**src/rtl/axil_pkg.sv**
```systemverilog
// rtl/axil_pkg.sv - shared AXI-Lite response codes, arbiter states and round-robin pick
package axil_pkg;

  localparam logic [1:0] OKAY   = 2'b00;
  localparam logic [1:0] EXOKAY = 2'b01;
  localparam logic [1:0] SLVERR = 2'b10;
  localparam logic [1:0] DECERR = 2'b11;

  typedef enum logic [2:0] {
    IDLE    = 3'd0,
    WR_ADDR = 3'd1,
    WR_RESP = 3'd2,
    RD_ADDR = 3'd3,
    RD_RESP = 3'd4
  } arb_state_e;

  // A tie goes to the master that was not served last.
  function automatic logic rr_pick(input logic [1:0] req, input logic last);
    return req[1] & (~req[0] | ~last);
  endfunction

endpackage

```
**src/rtl/rr_arb2.sv**
```systemverilog
// rtl/rr_arb2.sv - two-way round-robin arbiter with a registered grant index
module rr_arb2 import axil_pkg::*; (
  input  logic       clk,
  input  logic       rst,
  input  logic [1:0] req_i,
  input  logic       last_i,
  input  logic       enable_i,
  output logic       grant_o
);

  logic grant_q, grant_d;

  always_comb begin
    grant_d = grant_q;
    if (enable_i && (|req_i)) grant_d = rr_pick(req_i, last_i);
  end

  always_ff @(posedge clk) begin
    if (rst) grant_q <= 1'b0;
    else     grant_q <= grant_d;
  end

  assign grant_o = grant_q;

endmodule

```
**src/rtl/axil_arb_2x1.sv**
```systemverilog
// rtl/axil_arb_2x1.sv - two-master, one-slave AXI-Lite arbiter, one transaction in flight
module axil_arb_2x1 import axil_pkg::*; #(
  parameter int DATA_WIDTH = 32,
  parameter int ADDR_WIDTH = 32,
  parameter int STRB_WIDTH = DATA_WIDTH / 8
) (
  input  logic                  clk,
  input  logic                  rst,
  input  logic [ADDR_WIDTH-1:0] s0_axil_awaddr,
  input  logic [2:0]            s0_axil_awprot,
  input  logic                  s0_axil_awvalid,
  output logic                  s0_axil_awready,
  input  logic [DATA_WIDTH-1:0] s0_axil_wdata,
  input  logic [STRB_WIDTH-1:0] s0_axil_wstrb,
  input  logic                  s0_axil_wvalid,
  output logic                  s0_axil_wready,
  output logic [1:0]            s0_axil_bresp,
  output logic                  s0_axil_bvalid,
  input  logic                  s0_axil_bready,
  input  logic [ADDR_WIDTH-1:0] s0_axil_araddr,
  input  logic [2:0]            s0_axil_arprot,
  input  logic                  s0_axil_arvalid,
  output logic                  s0_axil_arready,
  output logic [DATA_WIDTH-1:0] s0_axil_rdata,
  output logic [1:0]            s0_axil_rresp,
  output logic                  s0_axil_rvalid,
  input  logic                  s0_axil_rready,
  input  logic [ADDR_WIDTH-1:0] s1_axil_awaddr,
  input  logic [2:0]            s1_axil_awprot,
  input  logic                  s1_axil_awvalid,
  output logic                  s1_axil_awready,
  input  logic [DATA_WIDTH-1:0] s1_axil_wdata,
  input  logic [STRB_WIDTH-1:0] s1_axil_wstrb,
  input  logic                  s1_axil_wvalid,
  output logic                  s1_axil_wready,
  output logic [1:0]            s1_axil_bresp,
  output logic                  s1_axil_bvalid,
  input  logic                  s1_axil_bready,
  input  logic [ADDR_WIDTH-1:0] s1_axil_araddr,
  input  logic [2:0]            s1_axil_arprot,
  input  logic                  s1_axil_arvalid,
  output logic                  s1_axil_arready,
  output logic [DATA_WIDTH-1:0] s1_axil_rdata,
  output logic [1:0]            s1_axil_rresp,
  output logic                  s1_axil_rvalid,
  input  logic                  s1_axil_rready,
  output logic [ADDR_WIDTH-1:0] m_axil_awaddr,
  output logic [2:0]            m_axil_awprot,
  output logic                  m_axil_awvalid,
  input  logic                  m_axil_awready,
  output logic [DATA_WIDTH-1:0] m_axil_wdata,
  output logic [STRB_WIDTH-1:0] m_axil_wstrb,
  output logic                  m_axil_wvalid,
  input  logic                  m_axil_wready,
  input  logic [1:0]            m_axil_bresp,
  input  logic                  m_axil_bvalid,
  output logic                  m_axil_bready,
  output logic [ADDR_WIDTH-1:0] m_axil_araddr,
  output logic [2:0]            m_axil_arprot,
  output logic                  m_axil_arvalid,
  input  logic                  m_axil_arready,
  input  logic [DATA_WIDTH-1:0] m_axil_rdata,
  input  logic [1:0]            m_axil_rresp,
  input  logic                  m_axil_rvalid,
  output logic                  m_axil_rready
);

  arb_state_e state_q, state_d;
  logic       last_q, last_d;
  logic       aw_done_q, aw_done_d;
  logic       w_done_q, w_done_d;
  logic       grant;

  logic [1:0][ADDR_WIDTH-1:0] awaddr, araddr;
  logic [1:0][2:0]            awprot, arprot;
  logic [1:0][DATA_WIDTH-1:0] wdata, rdata;
  logic [1:0][STRB_WIDTH-1:0] wstrb;
  logic [1:0][1:0]            bresp, rresp;
  logic [1:0] awvalid, wvalid, bready, arvalid, rready, req;
  logic [1:0] awready, wready, bvalid, arready, rvalid;
  logic       aw_fire, w_fire, b_fire, ar_fire, r_fire;

  assign awaddr  = {s1_axil_awaddr,  s0_axil_awaddr};
  assign awprot  = {s1_axil_awprot,  s0_axil_awprot};
  assign awvalid = {s1_axil_awvalid, s0_axil_awvalid};
  assign wdata   = {s1_axil_wdata,   s0_axil_wdata};
  assign wstrb   = {s1_axil_wstrb,   s0_axil_wstrb};
  assign wvalid  = {s1_axil_wvalid,  s0_axil_wvalid};
  assign bready  = {s1_axil_bready,  s0_axil_bready};
  assign araddr  = {s1_axil_araddr,  s0_axil_araddr};
  assign arprot  = {s1_axil_arprot,  s0_axil_arprot};
  assign arvalid = {s1_axil_arvalid, s0_axil_arvalid};
  assign rready  = {s1_axil_rready,  s0_axil_rready};
  assign req     = awvalid | arvalid;

  assign {s1_axil_awready, s0_axil_awready} = awready;
  assign {s1_axil_wready,  s0_axil_wready}  = wready;
  assign {s1_axil_bvalid,  s0_axil_bvalid}  = bvalid;
  assign {s1_axil_bresp,   s0_axil_bresp}   = bresp;
  assign {s1_axil_arready, s0_axil_arready} = arready;
  assign {s1_axil_rvalid,  s0_axil_rvalid}  = rvalid;
  assign {s1_axil_rdata,   s0_axil_rdata}   = rdata;
  assign {s1_axil_rresp,   s0_axil_rresp}   = rresp;

  assign aw_fire = m_axil_awvalid & m_axil_awready;
  assign w_fire  = m_axil_wvalid  & m_axil_wready;
  assign b_fire  = m_axil_bvalid  & m_axil_bready;
  assign ar_fire = m_axil_arvalid & m_axil_arready;
  assign r_fire  = m_axil_rvalid  & m_axil_rready;

  rr_arb2 u_rr_arb2 (
    .clk      (clk),
    .rst      (rst),
    .req_i    (req),
    .last_i   (last_q),
    .enable_i (state_q == IDLE),
    .grant_o  (grant)
  );

  always_ff @(posedge clk) begin
    if (rst) begin
      state_q   <= IDLE;
      last_q    <= 1'b1;
      aw_done_q <= 1'b0;
      w_done_q  <= 1'b0;
    end else begin
      state_q   <= state_d;
      last_q    <= last_d;
      aw_done_q <= aw_done_d;
      w_done_q  <= w_done_d;
    end
  end

  always_comb begin
    state_d   = state_q;
    last_d    = last_q;
    aw_done_d = aw_done_q;
    w_done_d  = w_done_q;
    case (state_q)
      // The winner's own awvalid decides write-before-read.
      IDLE: if (|req) state_d = awvalid[rr_pick(req, last_q)] ? WR_ADDR : RD_ADDR;
      WR_ADDR: begin
        if ((aw_done_q | aw_fire) && (w_done_q | w_fire)) begin
          state_d   = WR_RESP;
          aw_done_d = 1'b0;
          w_done_d  = 1'b0;
        end else begin
          aw_done_d = aw_done_q | aw_fire;
          w_done_d  = w_done_q | w_fire;
        end
      end
      WR_RESP: if (b_fire) begin
        last_d  = grant;
        state_d = IDLE;
      end
      RD_ADDR: if (ar_fire) state_d = RD_RESP;
      RD_RESP: if (r_fire) begin
        last_d  = grant;
        state_d = IDLE;
      end
      default: state_d = IDLE;
    endcase
  end

  always_comb begin
    awready = '0; wready = '0; bvalid = '0; bresp = '0;
    arready = '0; rvalid = '0; rdata = '0; rresp = '0;
    m_axil_awaddr = '0; m_axil_awprot = '0; m_axil_awvalid = 1'b0;
    m_axil_wdata  = '0; m_axil_wstrb  = '0; m_axil_wvalid  = 1'b0;
    m_axil_bready = 1'b0;
    m_axil_araddr = '0; m_axil_arprot = '0; m_axil_arvalid = 1'b0;
    m_axil_rready = 1'b0;
    case (state_q)
      WR_ADDR: begin
        m_axil_awaddr  = awaddr[grant];
        m_axil_awprot  = awprot[grant];
        m_axil_awvalid = awvalid[grant] & ~aw_done_q;
        m_axil_wdata   = wdata[grant];
        m_axil_wstrb   = wstrb[grant];
        m_axil_wvalid  = wvalid[grant] & ~w_done_q;
        awready[grant] = m_axil_awready & ~aw_done_q;
        wready[grant]  = m_axil_wready & ~w_done_q;
      end
      WR_RESP: begin
        bvalid[grant] = m_axil_bvalid;
        bresp[grant]  = m_axil_bresp;
        m_axil_bready = bready[grant];
      end
      RD_ADDR: begin
        m_axil_araddr  = araddr[grant];
        m_axil_arprot  = arprot[grant];
        m_axil_arvalid = arvalid[grant];
        arready[grant] = m_axil_arready;
      end
      RD_RESP: begin
        rvalid[grant] = m_axil_rvalid;
        rdata[grant]  = m_axil_rdata;
        rresp[grant]  = m_axil_rresp;
        m_axil_rready = rready[grant];
      end
      default: ;
    endcase
  end

endmodule
```
**config.mk**
```make
export PLATFORM = sky130hd
export DESIGN_NAME = axil_arb_2x1
export DESIGN_NICKNAME = d
export VERILOG_FILES = /design/src/rtl/axil_pkg.sv /design/src/rtl/rr_arb2.sv /design/src/rtl/axil_arb_2x1.sv
export SDC_FILE = /design/constraint.sdc
export NUM_CORES = 1
export LEC_CHECK = 0
export CORE_AREA = 2 2 178 180
export CTS_CLUSTER_SIZE = 28
export DETAILED_ROUTE_END_ITERATION = 12
export DIE_AREA = 0 0 180 182
export GPL_TIMING_DRIVEN = 1
export PLACE_DENSITY = 0.45
export SLEW_MARGIN = 0
export SYNTH_ARGS = -nofsm -noshare
export SYNTH_HDL_FRONTEND = slang
export SYNTH_HIERARCHICAL = 1
export SYNTH_SLANG_ARGS = --single-unit
```
**constraint.sdc**
```tcl
create_clock -name clk -period 3.3 [get_ports clk]
set_clock_uncertainty 0.15 [all_clocks]
set_input_delay 0.66 -clock clk [delete_from_list [all_inputs] [get_ports clk]]
set_output_delay 0.66 -clock clk [all_outputs]
set_load 0.01 [all_outputs]
```
==> flow_metrics.env, run 1 <==
export IMPL_outcome="complete, no violations"
export IMPL_p_switching_uw=875
export IMPL_r2r_cells=6
export IMPL_area_growth_syn_to_layout_pct=194
export IMPL_power_uw=2160
export IMPL_min_period_ns=3.16
export IMPL_grt_overflow=0
export IMPL_maxCapViolCount=0
export IMPL_final_nets=1101
export IMPL_ff2ff_setup_slack_ns=1.14
export IMPL_antenna_cells=0
export IMPL_synthFlopType="dfxtp_1"
export IMPL_insertion_delay_ns=0.24
export IMPL_path_delay_family="buffers and inverters"
export IMPL_p_int_uw=1290
export IMPL_final_cell_mix="455 x clkdlybuf4s50_1, 116 x nor2_1, 110 x mux2i_1"
export IMPL_slowest_delay_ns=0.60
export IMPL_grt_pass1_vias=4539
export IMPL_p_sw_frac=0.404
export IMPL_io_buffer_count=457
export IMPL_endpoint="m_axil_awvalid"
export IMPL_hold_path_class="register to register"
export IMPL_track_usage=0.108
export IMPL_routedWlPerCell_um=15.7
export IMPL_drc=0
export IMPL_vias=4471
export IMPL_synth_seq_cells=7
export IMPL_cp_data_required_time_ns=2.49
export IMPL_ys_warn_count=6
export IMPL_worst_path_stages=5
export IMPL_cts_root_buf="clkbuf_16"
export IMPL_clkPwrFrac=0.099
export IMPL_grt_max_degree=67
export IMPL_setup_viol=0
export IMPL_io_pins=458
export IMPL_crit_arrival_ns=2.35
export IMPL_start_util=0.0861
export IMPL_clk_pin_slew_ns=0.04
export IMPL_dp_cells=1233
export IMPL_path_buf_inv=3
export IMPL_gp_congestion=0.709
export IMPL_drt_iter0_drc=62
export IMPL_drt_wl_total_um=19400
export IMPL_hold_start="w_done_q"
export IMPL_hpwl_um=16200
export IMPL_coreArea_um2=31000
export IMPL_p_leak_uw=0.00274
export IMPL_end_kind="primary output"
export IMPL_yosysSeqAreaShare=0.0525
export IMPL_syn_nets=660
export IMPL_vias_per_cell=3.61
export IMPL_cts_htree_levels=1
export IMPL_hold_viol=0
export IMPL_cp_start_kind="register"
export IMPL_grt_antenna_before_repair=0
export IMPL_worstReg2RegStart="u_rr_arb2/grant_o"
export IMPL_fp_dieH_um=182
export IMPL_numClockSinks=7
export IMPL_die_area_um2=32800
export IMPL_power_frac_comb=0.840
export IMPL_reg2reg_to="state_q[0]"
export IMPL_drive_gt1_frac=0.0347
export IMPL_clock_path_buffers=2
export IMPL_async_flop_share=0
export IMPL_syn_area_per_cell_um2=6.76
export IMPL_synth_cell_types=36
export IMPL_final_common_cell="clkdlybuf4s50_1"
export IMPL_cp_slowest_cell="clkdlybuf4s50_1"
export IMPL_post_cts_buffers=0
export IMPL_rows=65
export IMPL_holdBufCountCts=0
export IMPL_cts_tree="done"
export IMPL_ir_drop_mv=0.207
export IMPL_fmax_mhz=317
export IMPL_startpoint="state_q[0]"
export IMPL_first_pass_iters=4
export IMPL_synth_edf_count=0
export IMPL_final_cell_count_no_fill=1237
export IMPL_tns_ns=0
export IMPL_syn_inst=395
export IMPL_netlist_area_um2=2670
export IMPL_slew_headroom=0.630
export IMPL_cts_made_buffers=3
export IMPL_path_cells="inv_1 > or3_2 > buf_12 > nor3_1 > clkdlybuf4s50_1"
export IMPL_crit_type="register to primary output"
export IMPL_critPathMaxFanout=66
export IMPL_sequentialPowerShare=0.061
export IMPL_powerDensity_nw_per_um2=276
export IMPL_grt_pass1_wl_um=27600
export IMPL_die_w_um=180
export IMPL_maxSlewViolCount=0
export IMPL_ant_nets=0
export IMPL_worst_pin_slew_ns=0.555
export IMPL_rsz0062_at_grt="false"
export IMPL_finalCritPeriodShare=0.957
-- worst min path at each step --
stage,endpoint,cells after the start
after floorplan,u_rr_arb2/grant_o,2
after global placement,w_done_q,2
after global routing,w_done_q,2
final,w_done_q,2
after CTS,w_done_q,2
after detailed placement,w_done_q,2
-- sequential cells by signal, indices dropped and copies added (netlist names) --
| signal | flops |
|---|---|
| w_done_q | 1 |
| state_q | 3 |
| aw_done_q | 1 |
| last_q | 1 |
| u_rr_arb2/grant_o | 1 |
-- layer usage --
metal | global-route usage | share of wire
met4 | 0.00911 | 0.0036
met1 | 0.125 | 0.40
met3 | 0.0307 | 0.085
met5 | 0 | 0
met2 | 0.206 | 0.51
-- logic make-up after synthesis --
group                  Yosys count  synth area share
multiplexers                   112             0.421
AO/OA/AOI/OAI                   17            0.0511
buffers and inverters           39            0.0670
AND/OR/NAND/NOR                220             0.408
flip-flops                       7            0.0525
-- area by class of cell --
| cell class | instances | area, µm² |
|---|---|---|
| fillers | 3381 | 23100 |
| repair buffers | 469 | 4740 |
| multi-input cells | 349 | 2360 |
| well taps | 402 | 503 |
| flip-flops and latches | 7 | 144 |
| clock buffers | 3 | 75.1 |
| inverters | 6 | 22.5 |
| clock inverters | 1 | 5.00 |
-- synth_stat cells, types with 2 or more instances --
library cell  count  area share
nor2_1          116        0.16
mux2i_1         110        0.41
and2_1           69        0.16
buf_2            17       0.032
clkbuf_1         14       0.020
and3_1            8       0.019
dfxtp_1           7       0.053
nor3_1            7       0.013
inv_1             6      0.0084
nand2_1           4      0.0056
a211o_1           2      0.0066
a21oi_1           2      0.0038
mux2_2            2      0.0084
nand3b_1          2      0.0056
nor2_2            2      0.0047
nor2b_1           2      0.0047
nor3b_1           2      0.0056
nor4_1            2      0.0047
o22ai_1           2      0.0047
or2_2             2      0.0047
or3_1             2      0.0047
-- worst reg2reg max path: cells and delay by family, from the launching register on --
kind                   cells  cell delay [ns]
buffers and inverters      1             0.27
multiplexers               1             0.44
AO/OA/AOI/OAI              4             0.76
flip-flops                 1             0.45
-- timing repair --
action                                  4_1_cts  5_1_grt
endpoints found under the hold margin         0        0
gates resized for setup                       0        2
endpoints found under the setup margin        0        2
-- power by group through the flow --
stage               combinational [µW]  clock [µW]  sequential [µW]
floorplan                          812           0              116
global placement                  1850           0              133
detailed placement                1850           0              134
CTS                               1860         221              133
global route                      1960         233              136
finish                            1820         215              132
-- through the flow --
step	hold slack, ns	cell area (µm²)	worst slack [ns]	util
global route	0.429	7850	0.0443	0.253
finish	0.390	7850	0.143	0.253
detailed placement	0.384	7760	0.338	0.250
global placement	0.375	7760	0.363	0.250
floorplan	0.305	2670	1.03	-
CTS	0.394	7840	0.119	0.253
Power figures use the tool's default switching activity.
==> inputs of run 2 (changes only) <==
CTS_CLUSTER_SIZE = 40   (was 28)
==> results of run 2 <==
Final layout, timing and power as in run 1 (identical DEF).
